===== config.mk =====
export PLATFORM = sky130hd
export DESIGN_NAME = spi_master_param
export DESIGN_NICKNAME = d
export VERILOG_FILES = /design/src/rtl/spi_pkg.sv /design/src/rtl/spi_clk_tick.sv /design/src/rtl/spi_master_param.sv
export SDC_FILE = /design/constraint.sdc
export NUM_CORES = 1
export LEC_CHECK = 0
export ABC_CLOCK_PERIOD_IN_PS = 4800
export BUFFER_PORTS_ARGS = -buffer_cell sky130_fd_sc_hd__clkbuf_2
export CORE_UTILIZATION = 45
export DETAILED_ROUTE_END_ITERATION = 6
export PLACE_DENSITY_LB_ADDON = 0.2
export SYNTH_ARGS = -nofsm -noshare
export SYNTH_HDL_FRONTEND = slang
export SYNTH_SLANG_ARGS = --single-unit

===== constraint.sdc =====
create_clock -name CLK -period 4.8 [get_ports CLK]
set_input_delay 0.72 -clock CLK [delete_from_list [all_inputs] [get_ports CLK]]
set_output_delay 0.72 -clock CLK [all_outputs]
set_load 0.005 [all_outputs]

===== src/rtl/spi_pkg.sv =====
// spi_pkg: shared definitions for the parametrised SPI master.
//   - FSM state encoding (kept as plain localparams for older tooling)
//   - SPI mode constants as {CPOL, CPHA}
package spi_pkg;

  typedef logic [2:0] spi_state_t;

  localparam spi_state_t ST_IDLE  = 3'd0;
  localparam spi_state_t ST_LEAD  = 3'd1;
  localparam spi_state_t ST_XFER  = 3'd2;
  localparam spi_state_t ST_HOLD  = 3'd3;
  localparam spi_state_t ST_TRAIL = 3'd4;

  localparam logic [1:0] SPI_MODE0 = 2'b00;
  localparam logic [1:0] SPI_MODE1 = 2'b01;
  localparam logic [1:0] SPI_MODE2 = 2'b10;
  localparam logic [1:0] SPI_MODE3 = 2'b11;

endpackage


===== src/rtl/spi_clk_tick.sv =====
// spi_clk_tick: SCLK edge timebase for spi_master_param.
//   A down-counter that emits a one-cycle tick every (div+1) enabled cycles.
// Ports:
//   CLK      system clock
//   RST      asynchronous active-high reset
//   en       count enable (LEAD/gap, XFER, TRAIL)
//   load     latch a new divider from div and restart the count
//   restart  restart the count from the already latched divider
//   div      divider value (half-period minus one)
//   tick     one-cycle pulse when the count expires
module spi_clk_tick #(
  parameter int unsigned DIV_W = 8
) (
  input  logic             CLK,
  input  logic             RST,
  input  logic             en,
  input  logic             load,
  input  logic             restart,
  input  logic [DIV_W-1:0] div,
  output logic             tick
);

  logic [DIV_W-1:0] cnt_q, cnt_d;
  logic [DIV_W-1:0] div_q, div_d;

  assign tick = en && (cnt_q == '0);

  always_comb begin
    cnt_d = cnt_q;
    div_d = div_q;
    if (load) begin
      div_d = div;
      cnt_d = div;
    end else if (restart) begin
      cnt_d = div_q;
    end else if (en) begin
      cnt_d = tick ? div_q : cnt_q - DIV_W'(1);
    end
  end

  always_ff @(posedge CLK or posedge RST) begin
    if (RST) begin
      cnt_q <= '0;
      div_q <= '0;
    end else begin
      cnt_q <= cnt_d;
      div_q <= div_d;
    end
  end

endmodule


===== src/rtl/spi_master_param.sv =====
// spi_master_param: parametrised full-duplex SPI master (any CPOL/CPHA, width, bit order).
// Ports:
//   CLK, RST            system clock, asynchronous active-high reset
//   ClkDiv              SCLK half-period minus one, latched on word accept
//   CsHold              keep SPI_CS_n low after a word and wait for the next one
//   TxData/TxValid/TxReady   word handshake (accept when TxValid && TxReady)
//   RxData/RxValid      received word and its one-cycle update strobe
//   Busy                chip select active or FSM not idle
//   SPI_CS_n, SPI_CLK, SPI_MOSI (registered outputs), SPI_MISO (input)
module spi_master_param
  import spi_pkg::*;
#(
  parameter int unsigned DATA_W    = 8,
  parameter int unsigned DIV_W     = 8,
  parameter bit          CPOL      = 1'b1,
  parameter bit          CPHA      = 1'b1,
  parameter bit          MSB_FIRST = 1'b1
) (
  input  logic              CLK,
  input  logic              RST,
  input  logic [DIV_W-1:0]  ClkDiv,
  input  logic              CsHold,
  input  logic [DATA_W-1:0] TxData,
  input  logic              TxValid,
  output logic              TxReady,
  output logic [DATA_W-1:0] RxData,
  output logic              RxValid,
  output logic              Busy,
  output logic              SPI_CS_n,
  output logic              SPI_CLK,
  output logic              SPI_MOSI,
  input  logic              SPI_MISO
);

  localparam int unsigned CNT_W     = $clog2(2 * DATA_W + 1);
  localparam logic [1:0]  MODE      = {CPOL, CPHA};
  localparam logic        IDLE_HIGH = (MODE == SPI_MODE2) || (MODE == SPI_MODE3);
  localparam logic        SHIFT_LEAD = (MODE == SPI_MODE1) || (MODE == SPI_MODE3);
  localparam logic [CNT_W-1:0] LAST_EDGE = CNT_W'(2 * DATA_W);
  localparam logic [CNT_W-1:0] PRE_LAST  = CNT_W'(2 * DATA_W - 1);

  spi_state_t        state_q, state_d;
  logic              cs_n_q, cs_n_d;
  logic              sclk_q, sclk_d;
  logic              mosi_q, mosi_d;
  logic              rx_valid_q, rx_valid_d;
  logic [DATA_W-1:0] tx_sh_q, tx_sh_d;
  logic [DATA_W-1:0] rx_sh_q, rx_sh_d;
  logic [DATA_W-1:0] rx_data_q, rx_data_d;
  logic [CNT_W-1:0]  edge_q, edge_d;

  logic accept, tick, tick_en, restart, edge_go;

  function automatic logic first_bit(input logic [DATA_W-1:0] w);
    return MSB_FIRST ? w[DATA_W-1] : w[0];
  endfunction

  function automatic logic [DATA_W-1:0] shift_out(input logic [DATA_W-1:0] w);
    return MSB_FIRST ? {w[DATA_W-2:0], 1'b0} : {1'b0, w[DATA_W-1:1]};
  endfunction

  assign TxReady = !RST && ((state_q == ST_IDLE) || (state_q == ST_HOLD));
  assign accept  = TxValid && TxReady;
  assign tick_en = (state_q == ST_LEAD) || (state_q == ST_XFER) || (state_q == ST_TRAIL);

  spi_clk_tick #(
    .DIV_W (DIV_W)
  ) u_tick (
    .CLK     (CLK),
    .RST     (RST),
    .en      (tick_en),
    .load    (accept),
    .restart (restart),
    .div     (ClkDiv),
    .tick    (tick)
  );

  always_comb begin
    state_d    = state_q;
    cs_n_d     = cs_n_q;
    sclk_d     = sclk_q;
    mosi_d     = mosi_q;
    tx_sh_d    = tx_sh_q;
    rx_sh_d    = rx_sh_q;
    rx_data_d  = rx_data_q;
    rx_valid_d = 1'b0;
    edge_d     = edge_q;
    edge_go    = 1'b0;
    restart    = 1'b0;

    unique case (state_q)
      ST_IDLE, ST_HOLD: begin
        if (accept) begin
          // From HOLD this LEAD phase is the inter-word gap; CS is already low.
          state_d = ST_LEAD;
          cs_n_d  = 1'b0;
          edge_d  = '0;
          if (SHIFT_LEAD) begin
            tx_sh_d = TxData;
            mosi_d  = 1'b1;
          end else begin
            // Sample-first modes need the first bit valid before the leading edge.
            mosi_d  = first_bit(TxData);
            tx_sh_d = shift_out(TxData);
          end
        end else if ((state_q == ST_HOLD) && !CsHold) begin
          state_d = ST_TRAIL;
          restart = 1'b1;
        end
      end
      ST_LEAD: begin
        if (tick) begin
          state_d = ST_XFER;
          edge_go = 1'b1;
        end
      end
      ST_XFER: begin
        if (tick) begin
          if (edge_q == LAST_EDGE) begin
            rx_data_d  = rx_sh_q;
            rx_valid_d = 1'b1;
            mosi_d     = 1'b1;
            state_d    = CsHold ? ST_HOLD : ST_TRAIL;
          end else begin
            edge_go = 1'b1;
          end
        end
      end
      ST_TRAIL: begin
        if (tick) begin
          state_d = ST_IDLE;
          cs_n_d  = 1'b1;
        end
      end
      default: state_d = ST_IDLE;
    endcase

    if (edge_go) begin
      sclk_d = ~sclk_q;
      edge_d = edge_q + CNT_W'(1);
      // edge_q even means the edge about to happen is a leading edge.
      if ((edge_q[0] == 1'b0) == SHIFT_LEAD) begin
        // The final trailing edge of a sample-first mode has no bit left to shift.
        if (edge_q != PRE_LAST) begin
          mosi_d  = first_bit(tx_sh_q);
          tx_sh_d = shift_out(tx_sh_q);
        end
      end else begin
        rx_sh_d = MSB_FIRST ? {rx_sh_q[DATA_W-2:0], SPI_MISO}
                            : {SPI_MISO, rx_sh_q[DATA_W-1:1]};
      end
    end
  end

  always_ff @(posedge CLK or posedge RST) begin
    if (RST) begin
      state_q    <= ST_IDLE;
      cs_n_q     <= 1'b1;
      sclk_q     <= IDLE_HIGH;
      mosi_q     <= 1'b1;
      rx_valid_q <= 1'b0;
      tx_sh_q    <= '0;
      rx_sh_q    <= '0;
      rx_data_q  <= '0;
      edge_q     <= '0;
    end else begin
      state_q    <= state_d;
      cs_n_q     <= cs_n_d;
      sclk_q     <= sclk_d;
      mosi_q     <= mosi_d;
      rx_valid_q <= rx_valid_d;
      tx_sh_q    <= tx_sh_d;
      rx_sh_q    <= rx_sh_d;
      rx_data_q  <= rx_data_d;
      edge_q     <= edge_d;
    end
  end

  assign RxData   = rx_data_q;
  assign RxValid  = rx_valid_q;
  assign Busy     = !cs_n_q || (state_q != ST_IDLE);
  assign SPI_CS_n = cs_n_q;
  assign SPI_CLK  = sclk_q;
  assign SPI_MOSI = mosi_q;

endmodule


==> impl_results.html, run 1 <==
<table>
<tr><th>Metric</th><th>Value</th></tr>
<tr><th colspan="2">Run status</th></tr>
<tr><td>Run status</td><td>finished clean</td></tr>
<tr><th colspan="2">Drt</th></tr>
<tr><td>Sum of routed wire length over all layers</td><td>5155 um</td></tr>
<tr><td>Post-route DRC violation count</td><td>0</td></tr>
<tr><td>Detailed-route wire length per cell</td><td>14.08 um</td></tr>
<tr><td>Count of routing violations after the opening detailed-route iteration</td><td>145</td></tr>
<tr><td>Post-detailed-route via-to-cell ratio</td><td>5.470</td></tr>
<tr><td>First-pass iteration count of the detailed router</td><td>4</td></tr>
<tr><td>Routed Antenna Nets</td><td>0</td></tr>
<tr><td>Overall via count from detail_route</td><td>2,002</td></tr>
<tr><th colspan="2">Die</th></tr>
<tr><td>Placement Rows</td><td>27</td></tr>
<tr><td>Area enclosed by the die boundary</td><td>6269 um^2</td></tr>
<tr><td>Initial Utilization</td><td>0.4779</td></tr>
<tr><td>Die extent in x</td><td>79.18 um</td></tr>
<tr><td>DIE HEIGHT</td><td>79.18 um</td></tr>
<tr><td>Core area</td><td>5608 um^2</td></tr>
<tr><td>I/O pin count</td><td>35</td></tr>
<tr><th colspan="2">Yosys</th></tr>
<tr><td>Area share of the leading cell type in the synthesized netlist</td><td>0.4575</td></tr>
<tr><td>Number of instances in the synthesized netlist</td><td>261</td></tr>
<tr><td>Synth Cell Area</td><td>2680 um^2</td></tr>
<tr><td>Synth area leader</td><td>sky130_fd_sc_hd__dfrtp_1</td></tr>
<tr><td>Warning count from the yosys run</td><td>0</td></tr>
<tr><td>Primary flip-flop cell chosen by synthesis mapping</td><td>sky130_fd_sc_hd__dfrtp_1</td></tr>
<tr><td>Synthesized flop and latch total</td><td>52</td></tr>
<tr><td>Number of synthesized flops with an enable pin</td><td>0</td></tr>
<tr><td>Fraction of registers with async set or reset after synthesis</td><td>1.000</td></tr>
<tr><td>Seq/Total Area, Yosys</td><td>0.4869</td></tr>
<tr><td>Largest cells by area after synthesis</td><td>sky130_fd_sc_hd__dfrtp_1 46%, sky130_fd_sc_hd__mux2_2 7.6%, sky130_fd_sc_hd__nand2_1 6.2%</td></tr>
<tr><td>Nets in the synthesized netlist</td><td>287</td></tr>
<tr><td>Avg Cell Area, Syn</td><td>10.27 um^2</td></tr>
<tr><td>Synth cell count leaders</td><td>49 x sky130_fd_sc_hd__dfrtp_1, 44 x sky130_fd_sc_hd__nand2_1, 18 x sky130_fd_sc_hd__mux2_2, 14 x sky130_fd_sc_hd__inv_1, 14 x sky130_fd_sc_hd__o21ai_0</td></tr>
<tr><td>Number of library cell types mapped by synthesis</td><td>54</td></tr>
<tr><td>Leading cell type by number of instances after synthesis</td><td>sky130_fd_sc_hd__dfrtp_1</td></tr>
<tr><th colspan="2">Pwr</th></tr>
<tr><td>Static leakage</td><td>0.001397 uW</td></tr>
<tr><td>Maximum ir drop on the vdd rail</td><td>0.2190 mV</td></tr>
<tr><td>Ratio of total power to cell area</td><td>498.8 nW/um^2</td></tr>
<tr><td>Overall Power</td><td>1499 uW</td></tr>
<tr><th colspan="2">Min path</th></tr>
<tr><td>Worst hold path cell count</td><td>2</td></tr>
<tr><td>Startpoint of the most critical hold path</td><td>u_tick.div_q[7]</td></tr>
<tr><td>Hold Path Sink</td><td>u_tick.div_q[7]</td></tr>
<tr><td>Path type of the worst min-delay path</td><td>flop to flop</td></tr>
<tr><th colspan="2">Placed design</th></tr>
<tr><td>Buffers added on ports</td><td>34</td></tr>
<tr><td>Routability Congestion</td><td>0.8556</td></tr>
<tr><td>Detailed Place HPWL</td><td>3567 um</td></tr>
<tr><th colspan="2">GRT</th></tr>
<tr><td>Maximum number of pins on one net before global-route repair</td><td>53</td></tr>
<tr><td>Overall global routing resource usage</td><td>0.1757</td></tr>
<tr><td>Number of antenna violations at the first check in global routing</td><td>0</td></tr>
<tr><td>First-pass GRT wire length</td><td>8604 um</td></tr>
<tr><td>Vias in the first global route</td><td>1,888</td></tr>
<tr><td>Residual overflow from global routing</td><td>0</td></tr>
<tr><th colspan="2">Worst setup path</th></tr>
<tr><td>Endpoint required time on the critical path</td><td>4950 ps</td></tr>
<tr><td>Worst setup SP type</td><td>flop</td></tr>
<tr><td>CP arrival</td><td>2710 ps</td></tr>
<tr><td>Biggest cell delay along the critical path</td><td>740 ps</td></tr>
<tr><td>Critical path peak fanout</td><td>17</td></tr>
<tr><td>Reg-to-reg setup timing slack</td><td>2240 ps</td></tr>
<tr><td>Dominant delay contributor by cell family on the critical path</td><td>simple AND/OR/NAND/NOR gates</td></tr>
<tr><td>Crit path kind</td><td>flop to flop</td></tr>
<tr><td>CP bufs+invs</td><td>0</td></tr>
<tr><td>Cells on worst reg2reg path</td><td>4</td></tr>
<tr><td>Reg-to-Reg Start</td><td>u_tick.cnt_q[2]</td></tr>
<tr><td>Slowest library cell on the worst path</td><td>sky130_fd_sc_hd__nor4b_4</td></tr>
<tr><td>Start point of the critical path</td><td>u_tick.cnt_q[2]</td></tr>
<tr><td>Ordered list of cells on the worst path</td><td>or3_4, or4_4, nor4b_4, o21ai_0</td></tr>
<tr><td>Crit Reg-Reg Endpoint</td><td>tx_sh_q[5]</td></tr>
<tr><td>Worst setup EP type</td><td>flop</td></tr>
<tr><th colspan="2">STA</th></tr>
<tr><td>Unrepaired setup endpoints after global routing</td><td>false</td></tr>
<tr><td>Finish-stage setup viols</td><td>0</td></tr>
<tr><td>Final setup TNS</td><td>0 ps</td></tr>
<tr><td>Period minus WS final</td><td>2556 ps</td></tr>
<tr><td>Worst rel slew slack</td><td>0.3000</td></tr>
<tr><td>Fmax achieved</td><td>391.2 MHz</td></tr>
<tr><td>Ratio of final minimum period to clock period</td><td>0.5325</td></tr>
<tr><td>Actual transition at the worst max-transition pin</td><td>1048 ps</td></tr>
<tr><td>Final hold vios</td><td>0</td></tr>
<tr><td>Number of pins exceeding their max-slew limit in the final report</td><td>0</td></tr>
<tr><td>Final clock skew</td><td>7.005 ps</td></tr>
<tr><th colspan="2">CTS</th></tr>
<tr><td>Hold-fix buffers at CTS</td><td>0</td></tr>
<tr><td>Number of instances resized during post-cts repair</td><td>0</td></tr>
<tr><td>Clk slew on worst S/H paths</td><td>90 ps</td></tr>
<tr><td>H-tree levels</td><td>2</td></tr>
<tr><td>Buffers inserted by post-CTS timing repair</td><td>0</td></tr>
<tr><td>Skew-Pair Late Insertion Delay</td><td>300 ps</td></tr>
<tr><td>Clk buf depth</td><td>2</td></tr>
<tr><td>Root buffer cell</td><td>sky130_fd_sc_hd__clkbuf_8</td></tr>
<tr><td>TritonCTS sink count</td><td>52</td></tr>
<tr><td>Clock tree from TritonCTS</td><td>built</td></tr>
<tr><td>Cts bufs inserted</td><td>5</td></tr>
<tr><th colspan="2">Cells and area</th></tr>
<tr><td>Count of nets after finishing</td><td>319</td></tr>
<tr><td>Number of inserted filler cells in the final layout</td><td>529</td></tr>
<tr><td>Antenna diode count</td><td>0</td></tr>
<tr><td>Layout area overhead</td><td>12.14%</td></tr>
<tr><td>Fraction of layout instances using a drive strength above 1</td><td>0.2517</td></tr>
<tr><th colspan="2">Job</th></tr>
<tr><td>Max-cap check violation count</td><td>0</td></tr>
</table>
==> registers in the layout, indices dropped and copies added (netlist names) <==
register / flops
SPI_CLK: 1
state_q: 3
RxData: 8
SPI_CS_n: 1
RxValid: 1
u_tick.cnt_q: 8
rx_sh_q: 8
tx_sh_q: 8
u_tick.div_q: 8
edge_q: 5
SPI_MOSI: 1
==> placed cells by master (no fill, tap or decap), types with 3 or more instances in the layout <==
cell type                   n
sky130_fd_sc_hd__nand4_1    4
sky130_fd_sc_hd__mux2i_1    8
sky130_fd_sc_hd__a21oi_1    9
sky130_fd_sc_hd__or3_1      3
sky130_fd_sc_hd__inv_1     13
sky130_fd_sc_hd__nor2b_1    3
sky130_fd_sc_hd__xnor2_1    3
sky130_fd_sc_hd__clkbuf_2  34
sky130_fd_sc_hd__nand3_1    5
sky130_fd_sc_hd__a21o_1     3
sky130_fd_sc_hd__clkbuf_8   6
sky130_fd_sc_hd__nand2_1   44
sky130_fd_sc_hd__o31ai_1    3
sky130_fd_sc_hd__mux2_2    18
sky130_fd_sc_hd__nand2b_1   3
sky130_fd_sc_hd__dfrtp_1   49
sky130_fd_sc_hd__buf_4      3
sky130_fd_sc_hd__nor3_1     6
sky130_fd_sc_hd__a211oi_1   3
sky130_fd_sc_hd__o21ai_0   14
sky130_fd_sc_hd__dfstp_2    3
sky130_fd_sc_hd__ha_1       5
sky130_fd_sc_hd__nor2_1    11
==> how the worst max path moves through the flow <==
stage / endpoint / cells past startpoint
after floorplan: rx_sh_q[0] / 5
after global placement: u_tick.cnt_q[2] / 7
after detailed placement: u_tick.cnt_q[2] / 7
after CTS: tx_sh_q[5] / 4
after global routing: tx_sh_q[5] / 4
final: tx_sh_q[5] / 4
==> routing by layer <==
metal / share of wire / GRT usage / up-vias
met1: 0.50 / 0.2348 / 967
met2: 0.46 / 0.2845 / 36
met4: 0.010 / 0.06000 / 0
li1: - / - / 994
met3: 0.033 / 0.03448 / 5
met5: 0 / 0 / -
==> power by group <==
part           internal [uW]  switching (uW)
sequential               562             130
clock                    118             141
combinational            241             307
total                    921             578
==> final cells by class <==
type | instances | area [um^2] | share of cell area
multi-input combinational | 183 | 1270 | 0.4226
inverter | 14 | 52.55 | 0.01749
tap | 72 | 90.09 | 0.02998
timing repair buffer | 37 | 192.7 | 0.06411
sequential | 52 | 1305 | 0.4342
clock inverter | 1 | 8.758 | 0.002914
clock buffer | 7 | 86.33 | 0.02873
==> worst min-delay path: stages, from the launching register on <==
cell and delay, ps:
sky130_fd_sc_hd__dfrtp_1 350, sky130_fd_sc_hd__nand2_1 50, sky130_fd_sc_hd__nand2_1 60
==> metrics by stage <==
step	instance area, um^2	setup WS (ps)	hold WS, ps	utilization	std cells
floorplan	2680	2478	445.5	-	261
global placement	2910	2146	457.4	0.5190	358
detailed placement	2910	2081	466.5	0.5190	358
CTS	3005	2227	490.2	0.5359	366
global route	3005	2056	520.7	0.5359	366
finish	3005	2244	487.4	0.5359	366
==> cell families (layout without fill, tap and decap cells) <==
kind of cell | count (synthesis) | count (layout) | synth area share
AOI/OAI and AO/OA | 51 | 51 | 0.1363
xor gates and xnor gates | 5 | 5 | 0.01634
adders and majority gates | 5 | 5 | 0.02334
buffers and inverters | 26 | 59 | 0.04108
DFF | 52 | 52 | 0.4869
muxes | 26 | 26 | 0.1055
and+or+nand+nor | 96 | 96 | 0.1905
No activity file was read; power rests on OpenSTA's default activity.
==> run 2: changes to the inputs <==
Settings changed: ABC_CLOCK_PERIOD_IN_PS 4800 to 2100.
Clock period 4.8 ns to 2.1 ns, I/O delays scaled along.
==> run 2 against run 1 <==
The run now ends with negative setup slack left. Sequential power rose by 120%. Critical path depth rose by 3. Cell count rose by 9.8%. Flip-flop and latch count did not move. Critical path type unchanged. Critical endpoint is now SPI_MOSI. Largest cell class is now multi-input combinational cells.
==> impl_results.html, run 2 (synthesized netlist as in run 1, its figures left out) <==
<table>
<tr><th>Metric</th><th>Value</th></tr>
<tr><th colspan="2">Run status</th></tr>
<tr><td>Run status</td><td>finished, violations left (was finished clean)</td></tr>
<tr><td>Violations in the final reports</td><td>negative setup slack</td></tr>
<tr><th colspan="2">STA</th></tr>
<tr><td>Final clock skew</td><td>8.327 ps (was 7.005 ps)</td></tr>
<tr><td>Fmax achieved</td><td>453.3 MHz (was 391.2 MHz)</td></tr>
<tr><td>Actual transition at the worst max-transition pin</td><td>580.6 ps (was 1048 ps)</td></tr>
<tr><td>Worst rel slew slack</td><td>0.6124 (was 0.3000)</td></tr>
<tr><td>Final hold vios</td><td>0 (unchanged)</td></tr>
<tr><td>Number of pins exceeding their max-slew limit in the final report</td><td>0 (unchanged)</td></tr>
<tr><td>Crit path setup slack, layout</td><td>-106.0 ps (was 2244 ps)</td></tr>
<tr><td>Finish-stage setup viols</td><td>30 (was 0)</td></tr>
<tr><td>Unrepaired setup endpoints after global routing</td><td>true (was false)</td></tr>
<tr><td>Ratio of final minimum period to clock period</td><td>1.050 (was 0.5325)</td></tr>
<tr><td>Period minus WS final</td><td>2206 ps (was 2556 ps)</td></tr>
<tr><th colspan="2">Cells and area</th></tr>
<tr><td>Antenna diode count</td><td>0 (unchanged)</td></tr>
<tr><td>Commonest non-fill, non-tap cells in the layout</td><td>48 x sky130_fd_sc_hd__dfrtp_1, 44 x sky130_fd_sc_hd__nand2_1, 34 x sky130_fd_sc_hd__clkbuf_2 (was 49 x sky130_fd_sc_hd__dfrtp_1, 44 x sky130_fd_sc_hd__nand2_1, 34 x sky130_fd_sc_hd__clkbuf_2)</td></tr>
<tr><td>Most common cell after layout, fill and taps aside</td><td>sky130_fd_sc_hd__dfrtp_1 (unchanged)</td></tr>
<tr><td>Fraction of layout instances using a drive strength above 1</td><td>0.3727 (was 0.2517)</td></tr>
<tr><td>Number of inserted filler cells in the final layout</td><td>507 (was 529)</td></tr>
<tr><td>Layout area overhead</td><td>29.22% (was 12.14%)</td></tr>
<tr><td>Count of nets after finishing</td><td>355 (was 319)</td></tr>
<tr><td>Utilization after layout</td><td>0.6176 (was 0.5359)</td></tr>
<tr><th colspan="2">Worst setup path</th></tr>
<tr><td>Reg-to-reg setup timing slack</td><td>-110 ps (was 2240 ps)</td></tr>
<tr><td>Endpoint required time on the critical path</td><td>2340 ps (was 4950 ps)</td></tr>
<tr><td>Start point of the critical path</td><td>u_tick.cnt_q[2] (unchanged)</td></tr>
<tr><td>Dominant delay contributor by cell family on the critical path</td><td>simple AND/OR/NAND/NOR gates (unchanged)</td></tr>
<tr><td>Biggest cell delay along the critical path</td><td>500 ps (was 740 ps)</td></tr>
<tr><td>CP arrival</td><td>2450 ps (was 2710 ps)</td></tr>
<tr><td>CP bufs+invs</td><td>2 (was 0)</td></tr>
<tr><td>Slowest library cell on the worst path</td><td>sky130_fd_sc_hd__or4_4 (was sky130_fd_sc_hd__nor4b_4)</td></tr>
<tr><td>Reg-to-Reg Start</td><td>u_tick.cnt_q[2] (unchanged)</td></tr>
<tr><td>Ordered list of cells on the worst path</td><td>or3_4, or4_4, buf_12, nor4b_4, buf_12, nor4_1, a21oi_1 (was or3_4, or4_4, nor4b_4, o21ai_0)</td></tr>
<tr><td>Most frequent cell on the critical path</td><td>sky130_fd_sc_hd__buf_12</td></tr>
<tr><td>Crit path kind</td><td>flop to flop (unchanged)</td></tr>
<tr><td>Critical path peak fanout</td><td>17 (unchanged)</td></tr>
<tr><td>Worst setup SP type</td><td>flop (unchanged)</td></tr>
<tr><td>Worst setup EP type</td><td>flop (unchanged)</td></tr>
<tr><th colspan="2">Die</th></tr>
<tr><td>Area enclosed by the die boundary</td><td>6269 um^2 (unchanged)</td></tr>
<tr><td>Die extent in x</td><td>79.18 um (unchanged)</td></tr>
<tr><td>Core area</td><td>5608 um^2 (unchanged)</td></tr>
<tr><td>Placement Rows</td><td>27 (unchanged)</td></tr>
<tr><td>DIE HEIGHT</td><td>79.18 um (unchanged)</td></tr>
<tr><td>Initial Utilization</td><td>0.4779 (unchanged)</td></tr>
<tr><td>I/O pin count</td><td>35 (unchanged)</td></tr>
<tr><th colspan="2">Drt</th></tr>
<tr><td>First-pass iteration count of the detailed router</td><td>4 (unchanged)</td></tr>
<tr><td>Post-route DRC violation count</td><td>0 (unchanged)</td></tr>
<tr><td>Routed Antenna Nets</td><td>0 (unchanged)</td></tr>
<tr><td>Detailed-route wire length per cell</td><td>15.13 um (was 14.08 um)</td></tr>
<tr><td>Post-detailed-route via-to-cell ratio</td><td>5.415 (was 5.470)</td></tr>
<tr><td>Sum of routed wire length over all layers</td><td>6083 um (was 5155 um)</td></tr>
<tr><td>Overall via count from detail_route</td><td>2,177 (was 2,002)</td></tr>
<tr><td>Count of routing violations after the opening detailed-route iteration</td><td>98 (was 145)</td></tr>
<tr><th colspan="2">CTS</th></tr>
<tr><td>Clock tree from TritonCTS</td><td>built (unchanged)</td></tr>
<tr><td>Hold-fix buffers at CTS</td><td>0 (unchanged)</td></tr>
<tr><td>Clk slew on worst S/H paths</td><td>110 ps (was 90 ps)</td></tr>
<tr><td>Clk buf depth</td><td>2 (unchanged)</td></tr>
<tr><td>Cts bufs inserted</td><td>5 (unchanged)</td></tr>
<tr><td>H-tree levels</td><td>2 (unchanged)</td></tr>
<tr><td>Root buffer cell</td><td>sky130_fd_sc_hd__clkbuf_8 (unchanged)</td></tr>
<tr><td>Skew-Pair Late Insertion Delay</td><td>320 ps (was 300 ps)</td></tr>
<tr><td>TritonCTS sink count</td><td>52 (unchanged)</td></tr>
<tr><th colspan="2">GRT</th></tr>
<tr><td>Maximum number of pins on one net before global-route repair</td><td>29 (was 53)</td></tr>
<tr><td>Vias in the first global route</td><td>2,156 (was 1,888)</td></tr>
<tr><td>First-pass GRT wire length</td><td>10,170 um (was 8604 um)</td></tr>
<tr><td>Number of antenna violations at the first check in global routing</td><td>0 (unchanged)</td></tr>
<tr><td>Overall global routing resource usage</td><td>0.2098 (was 0.1757)</td></tr>
<tr><td>Residual overflow from global routing</td><td>0 (unchanged)</td></tr>
<tr><th colspan="2">Placed design</th></tr>
<tr><td>Detailed Place HPWL</td><td>4109 um (was 3567 um)</td></tr>
<tr><td>Post-place setup slack</td><td>-123.3 ps (was 2081 ps)</td></tr>
<tr><td>Routability Congestion</td><td>0.8247 (was 0.8556)</td></tr>
<tr><td>Buffers added on ports</td><td>34 (unchanged)</td></tr>
<tr><th colspan="2">Pwr</th></tr>
<tr><td>Overall Power</td><td>3989 uW (was 1499 uW)</td></tr>
<tr><td>Static leakage</td><td>0.001637 uW (was 0.001397 uW)</td></tr>
<tr><td>Maximum ir drop on the vdd rail</td><td>0.4964 mV (was 0.2190 mV)</td></tr>
<tr><td>Ratio of total power to cell area</td><td>1152 nW/um^2 (was 498.8 nW/um^2)</td></tr>
<tr><th colspan="2">Min path</th></tr>
<tr><td>Path type of the worst min-delay path</td><td>input pin to asynchronous set/reset pin (was flop to flop)</td></tr>
<tr><th colspan="2">Job</th></tr>
<tr><td>Max-cap check violation count</td><td>0 (unchanged)</td></tr>
</table>
-- run 2: changes by cell type in the layout (fill, tap and decap cells not counted), sizes merged --
| cell | delta |
|---|---|
| buf | +36 |
| clkinvlp | +1 |
| clkbuf | -2 |
| inv | +1 |
-- run 2: metal layers --
metal	vias up	share of wire	track usage	wire length (um)
li1	1067	-	-	-
met5	-	0	0	0
met3	8	0.037	0.04598	228
met4	0	0.0094	0.04727	57
met2	41	0.49	0.3569	2957
met1	1061	0.47	0.2721	2839
-- run 2: power breakdown --
group / total [uW] / leakage, uW / switching [uW] / internal (uW)
Sequential: 1490 / 0.000663 / 198 / 1290
Clock: 622 / 0.0000463 / 376 / 246
Combinational: 1880 / 0.000928 / 983 / 897
Total: 3990 / 0.00164 / 1560 / 2430
-- run 2: final timing paths --
check,cells past startpoint,endpoint
min in group CLK,3,u_tick.div_q[4]
max reg2reg,7,SPI_MOSI
max in group asynchronous,3,SPI_CS_n
min,2,edge_q[2]
max,7,SPI_MOSI
min reg2reg,2,tx_sh_q[1]
-- run 2: area by class of cell --
cell class	instances	area [um^2]	share of cell area
well taps	72	90.09	0.02601
flip-flops and latches	52	1306	0.3772
clock buffers	5	68.82	0.01987
inverters	14	52.55	0.01517
repair buffers	73	523.0	0.1510
clock inverters	3	27.53	0.007948
multi-input cells	183	1395	0.4028
-- run 2: what timing repair did --
action	CTS	global route
setup buffers	4	1
cloned	1	0
pin swaps	2	5
gates resized for setup	22	18
endpoints found under the setup margin	35	39
-- run 2: stage by stage --
step	hold slack (ps)	instance area [um^2]	TNS, ps	cells
floorplan	420.4	2686	-3704	261
global placement	416.8	3177	-1741	388
detailed placement	421.5	3177	-2460	388
CTS	71.36	3383	-930.7	401
global route	115.9	3463	-3058	402
finish	65.08	3463	-1206	402
==> run 3: changes to the inputs <==
Settings changed: CORE_ASPECT_RATIO set to 0.7.
==> run 3 against run 2 <==
First-iteration DRC count rose by 59%. Critical endpoint is now edge_q[2]. Total power up 2.1%. Critical path depth down 1. Die area about the same. Highest routed layer unchanged. Cell count grew 3.0%. Non-clock buffer count is 9 higher. The flow still finishes with violations (negative setup slack). Hold slack got worse by 22 ps.
==> impl_results.html, run 3 (synthesized netlist as in run 1, its figures left out) <==
<table>
<tr><th>Metric</th><th>Value</th></tr>
<tr><th colspan="2">STA</th></tr>
<tr><td>Actual transition at the worst max-transition pin</td><td>477.6 ps (was 580.6 ps)</td></tr>
<tr><td>Final setup TNS</td><td>-968.6 ps (was -1206 ps)</td></tr>
<tr><td>Ratio of final minimum period to clock period</td><td>1.042 (was 1.050)</td></tr>
<tr><td>Fmax achieved</td><td>457.2 MHz (was 453.3 MHz)</td></tr>
<tr><td>Number of pins exceeding their max-slew limit in the final report</td><td>0 (unchanged)</td></tr>
<tr><td>Crit path setup slack, layout</td><td>-87.28 ps (was -106.0 ps)</td></tr>
<tr><td>Finish-stage setup viols</td><td>20 (was 30)</td></tr>
<tr><td>Period minus WS final</td><td>2187 ps (was 2206 ps)</td></tr>
<tr><td>Final clock skew</td><td>10.52 ps (was 8.327 ps)</td></tr>
<tr><td>Final hold vios</td><td>0 (unchanged)</td></tr>
<tr><td>Worst rel slew slack</td><td>0.6811 (was 0.6124)</td></tr>
<tr><td>Unrepaired setup endpoints after global routing</td><td>true (unchanged)</td></tr>
<tr><th colspan="2">Cells and area</th></tr>
<tr><td>Fraction of layout instances using a drive strength above 1</td><td>0.3864 (was 0.3727)</td></tr>
<tr><td>Most common cell after layout, fill and taps aside</td><td>sky130_fd_sc_hd__dfrtp_1 (unchanged)</td></tr>
<tr><td>Commonest non-fill, non-tap cells in the layout</td><td>49 x sky130_fd_sc_hd__dfrtp_1, 44 x sky130_fd_sc_hd__nand2_1, 37 x sky130_fd_sc_hd__buf_4 (was 48 x sky130_fd_sc_hd__dfrtp_1, 44 x sky130_fd_sc_hd__nand2_1, 34 x sky130_fd_sc_hd__clkbuf_2)</td></tr>
<tr><td>Layout area overhead</td><td>31.89% (was 29.22%)</td></tr>
<tr><td>Count of nets after finishing</td><td>364 (was 355)</td></tr>
<tr><td>Post-route cell area</td><td>3535 um^2 (was 3463 um^2)</td></tr>
<tr><td>Utilization after layout</td><td>0.6172 (was 0.6176)</td></tr>
<tr><td>Antenna diode count</td><td>0 (unchanged)</td></tr>
<tr><th colspan="2">Drt</th></tr>
<tr><td>First-pass iteration count of the detailed router</td><td>4 (unchanged)</td></tr>
<tr><td>Post-route DRC violation count</td><td>0 (unchanged)</td></tr>
<tr><td>Count of routing violations after the opening detailed-route iteration</td><td>156 (was 98)</td></tr>
<tr><td>Routed Antenna Nets</td><td>0 (unchanged)</td></tr>
<tr><td>Sum of routed wire length over all layers</td><td>6338 um (was 6083 um)</td></tr>
<tr><td>Post-detailed-route via-to-cell ratio</td><td>5.324 (was 5.415)</td></tr>
<tr><td>Overall via count from detail_route</td><td>2,204 (was 2,177)</td></tr>
<tr><td>Detailed-route wire length per cell</td><td>15.31 um (was 15.13 um)</td></tr>
<tr><th colspan="2">GRT</th></tr>
<tr><td>First-pass GRT wire length</td><td>10,090 um (was 10,170 um)</td></tr>
<tr><td>Overall global routing resource usage</td><td>0.2168 (was 0.2098)</td></tr>
<tr><td>Vias in the first global route</td><td>2,097 (was 2,156)</td></tr>
<tr><td>Maximum number of pins on one net before global-route repair</td><td>33 (was 29)</td></tr>
<tr><td>Residual overflow from global routing</td><td>0 (unchanged)</td></tr>
<tr><td>Number of antenna violations at the first check in global routing</td><td>0 (unchanged)</td></tr>
<tr><th colspan="2">Die</th></tr>
<tr><td>I/O pin count</td><td>35 (unchanged)</td></tr>
<tr><td>Die extent in x</td><td>94.24 um (was 79.18 um)</td></tr>
<tr><td>Area enclosed by the die boundary</td><td>6273 um^2 (was 6269 um^2)</td></tr>
<tr><td>Initial Utilization</td><td>0.4680 (was 0.4779)</td></tr>
<tr><td>Core area</td><td>5727 um^2 (was 5608 um^2)</td></tr>
<tr><td>DIE HEIGHT</td><td>66.57 um (was 79.18 um)</td></tr>
<tr><td>Placement Rows</td><td>23 (was 27)</td></tr>
<tr><th colspan="2">Placed design</th></tr>
<tr><td>Detailed Place HPWL</td><td>4336 um (was 4109 um)</td></tr>
<tr><td>Routability Congestion</td><td>0.8664 (was 0.8247)</td></tr>
<tr><td>Post-place setup slack</td><td>-151.1 ps (was -123.3 ps)</td></tr>
<tr><td>Buffers added on ports</td><td>34 (unchanged)</td></tr>
<tr><td>Post-placement cell area</td><td>3201 um^2 (was 3177 um^2)</td></tr>
<tr><th colspan="2">CTS</th></tr>
<tr><td>TritonCTS sink count</td><td>52 (unchanged)</td></tr>
<tr><td>Root buffer cell</td><td>sky130_fd_sc_hd__clkbuf_8 (unchanged)</td></tr>
<tr><td>Clock tree from TritonCTS</td><td>built (unchanged)</td></tr>
<tr><td>Cts bufs inserted</td><td>5 (unchanged)</td></tr>
<tr><td>Hold-fix buffers at CTS</td><td>0 (unchanged)</td></tr>
<tr><td>Skew-Pair Late Insertion Delay</td><td>300 ps (was 320 ps)</td></tr>
<tr><td>Clk buf depth</td><td>2 (unchanged)</td></tr>
<tr><td>H-tree levels</td><td>2 (unchanged)</td></tr>
<tr><td>Clk slew on worst S/H paths</td><td>100 ps (was 110 ps)</td></tr>
<tr><th colspan="2">Worst setup path</th></tr>
<tr><td>Slowest library cell on the worst path</td><td>sky130_fd_sc_hd__or4_4 (unchanged)</td></tr>
<tr><td>Endpoint required time on the critical path</td><td>2330 ps (was 2340 ps)</td></tr>
<tr><td>CP arrival</td><td>2420 ps (was 2450 ps)</td></tr>
<tr><td>Biggest cell delay along the critical path</td><td>520 ps (was 500 ps)</td></tr>
<tr><td>Critical path peak fanout</td><td>7 (was 17)</td></tr>
<tr><td>Crit path kind</td><td>flop to flop (unchanged)</td></tr>
<tr><td>Worst setup EP type</td><td>flop (unchanged)</td></tr>
<tr><td>Worst setup SP type</td><td>flop (unchanged)</td></tr>
<tr><td>Ordered list of cells on the worst path</td><td>or3_4, or4_4, buf_6, nor3_4, mux2_4, o21ai_1 (was or3_4, or4_4, buf_12, nor4b_4, buf_12, nor4_1, a21oi_1)</td></tr>
<tr><th colspan="2">Pwr</th></tr>
<tr><td>Ratio of total power to cell area</td><td>1152 nW/um^2 (about the same)</td></tr>
<tr><td>Static leakage</td><td>0.001665 uW (was 0.001637 uW)</td></tr>
<tr><td>Maximum ir drop on the vdd rail</td><td>0.5395 mV (was 0.4964 mV)</td></tr>
<tr><th colspan="2">Job</th></tr>
<tr><td>Max-cap check violation count</td><td>0 (unchanged)</td></tr>
<tr><th colspan="2">Min path</th></tr>
<tr><td>Path type of the worst min-delay path</td><td>input pin to asynchronous set/reset pin (unchanged)</td></tr>
<tr><th colspan="2">Run status</th></tr>
<tr><td>Violations in the final reports</td><td>negative setup slack (unchanged)</td></tr>
<tr><td>Run status</td><td>finished, violations left (unchanged)</td></tr>
</table>
## run 3: cell count changes in the layout (fill, tap and decap cells not counted), moves of 2 or more
cell                     previous run  this run
sky130_fd_sc_hd__nor3_2             1         3
sky130_fd_sc_hd__nor3_1             6         4
sky130_fd_sc_hd__mux2_4            17        15
sky130_fd_sc_hd__buf_4             30        37
sky130_fd_sc_hd__mux2_2             1         3
## run 3: metrics by stage
step / hold slack, ps / instances / total power, uW
3_5_place_dp: 391.3 / 392 / 3186
2_1_floorplan: 420.4 / 261 / 2540
5_1_grt: 79.02 / 414 / 4360
3_3_place_gp: 383.8 / 392 / 3166
6_report: 43.39 / 414 / 4073
4_1_cts: 56.38 / 411 / 3916
## run 3: layout make-up
| class | instances | area (um^2) |
|---|---|---|
| Inverter | 14 | 52.55 |
| Multi-Input combinational cell | 183 | 1383 |
| Clock inverter | 1 | 7.507 |
| Clock buffer | 7 | 86.33 |
| Sequential cell | 52 | 1305 |
| Timing Repair Buffer | 82 | 606.8 |
| Fill cell | 481 | 2192 |
| Tap cell | 75 | 93.84 |
## run 3: worst paths after layout
path / startpoint / to / slack [ps] / cells past startpoint
worst max-delay path: u_tick.cnt_q[2] / edge_q[2] / -90 / 6
worst min register to register: u_tick.div_q[1] / u_tick.div_q[1] / 480 / 2
worst min-delay path: RST / state_q[0] / 40 / 2
worst max register to register: u_tick.cnt_q[2] / edge_q[2] / -90 / 6
max in group asynchronous: RST / SPI_MOSI / 1450 / 3
min in group CLK: TxData[0] / tx_sh_q[0] / 210 / 3
## run 3: timing repair
item | in CTS | in global routing
pin swaps | 5 | 2
endpoints found under the hold margin | 0 | 0
resized for setup | 24 | 14
endpoints found under the setup margin | 36 | 39
gates cloned | 1 | 0
buffers inserted | 10 | 3
## run 3: report_power, final
group / internal, uW / total, uW / switching (uW)
combinational: 981 / 2000 / 1020
clock: 269 / 598 / 330
sequential: 1290 / 1480 / 190
total: 2540 / 4070 / 1540
## run 3: worst max-delay path: cells and delay by family, from the launching register on
family,cells,cell delay [ps]
mux,1,330
compound gates,1,110
flops,1,390
buf+inv,1,160
simple gates,3,1130
## run 3: per-layer routing
metal | GRT usage | wire length, um
met5 | 0 | 0
met4 | 0.06923 | 56
met3 | 0.04110 | 288
met2 | 0.3188 | 2808
met1 | 0.3197 | 3185
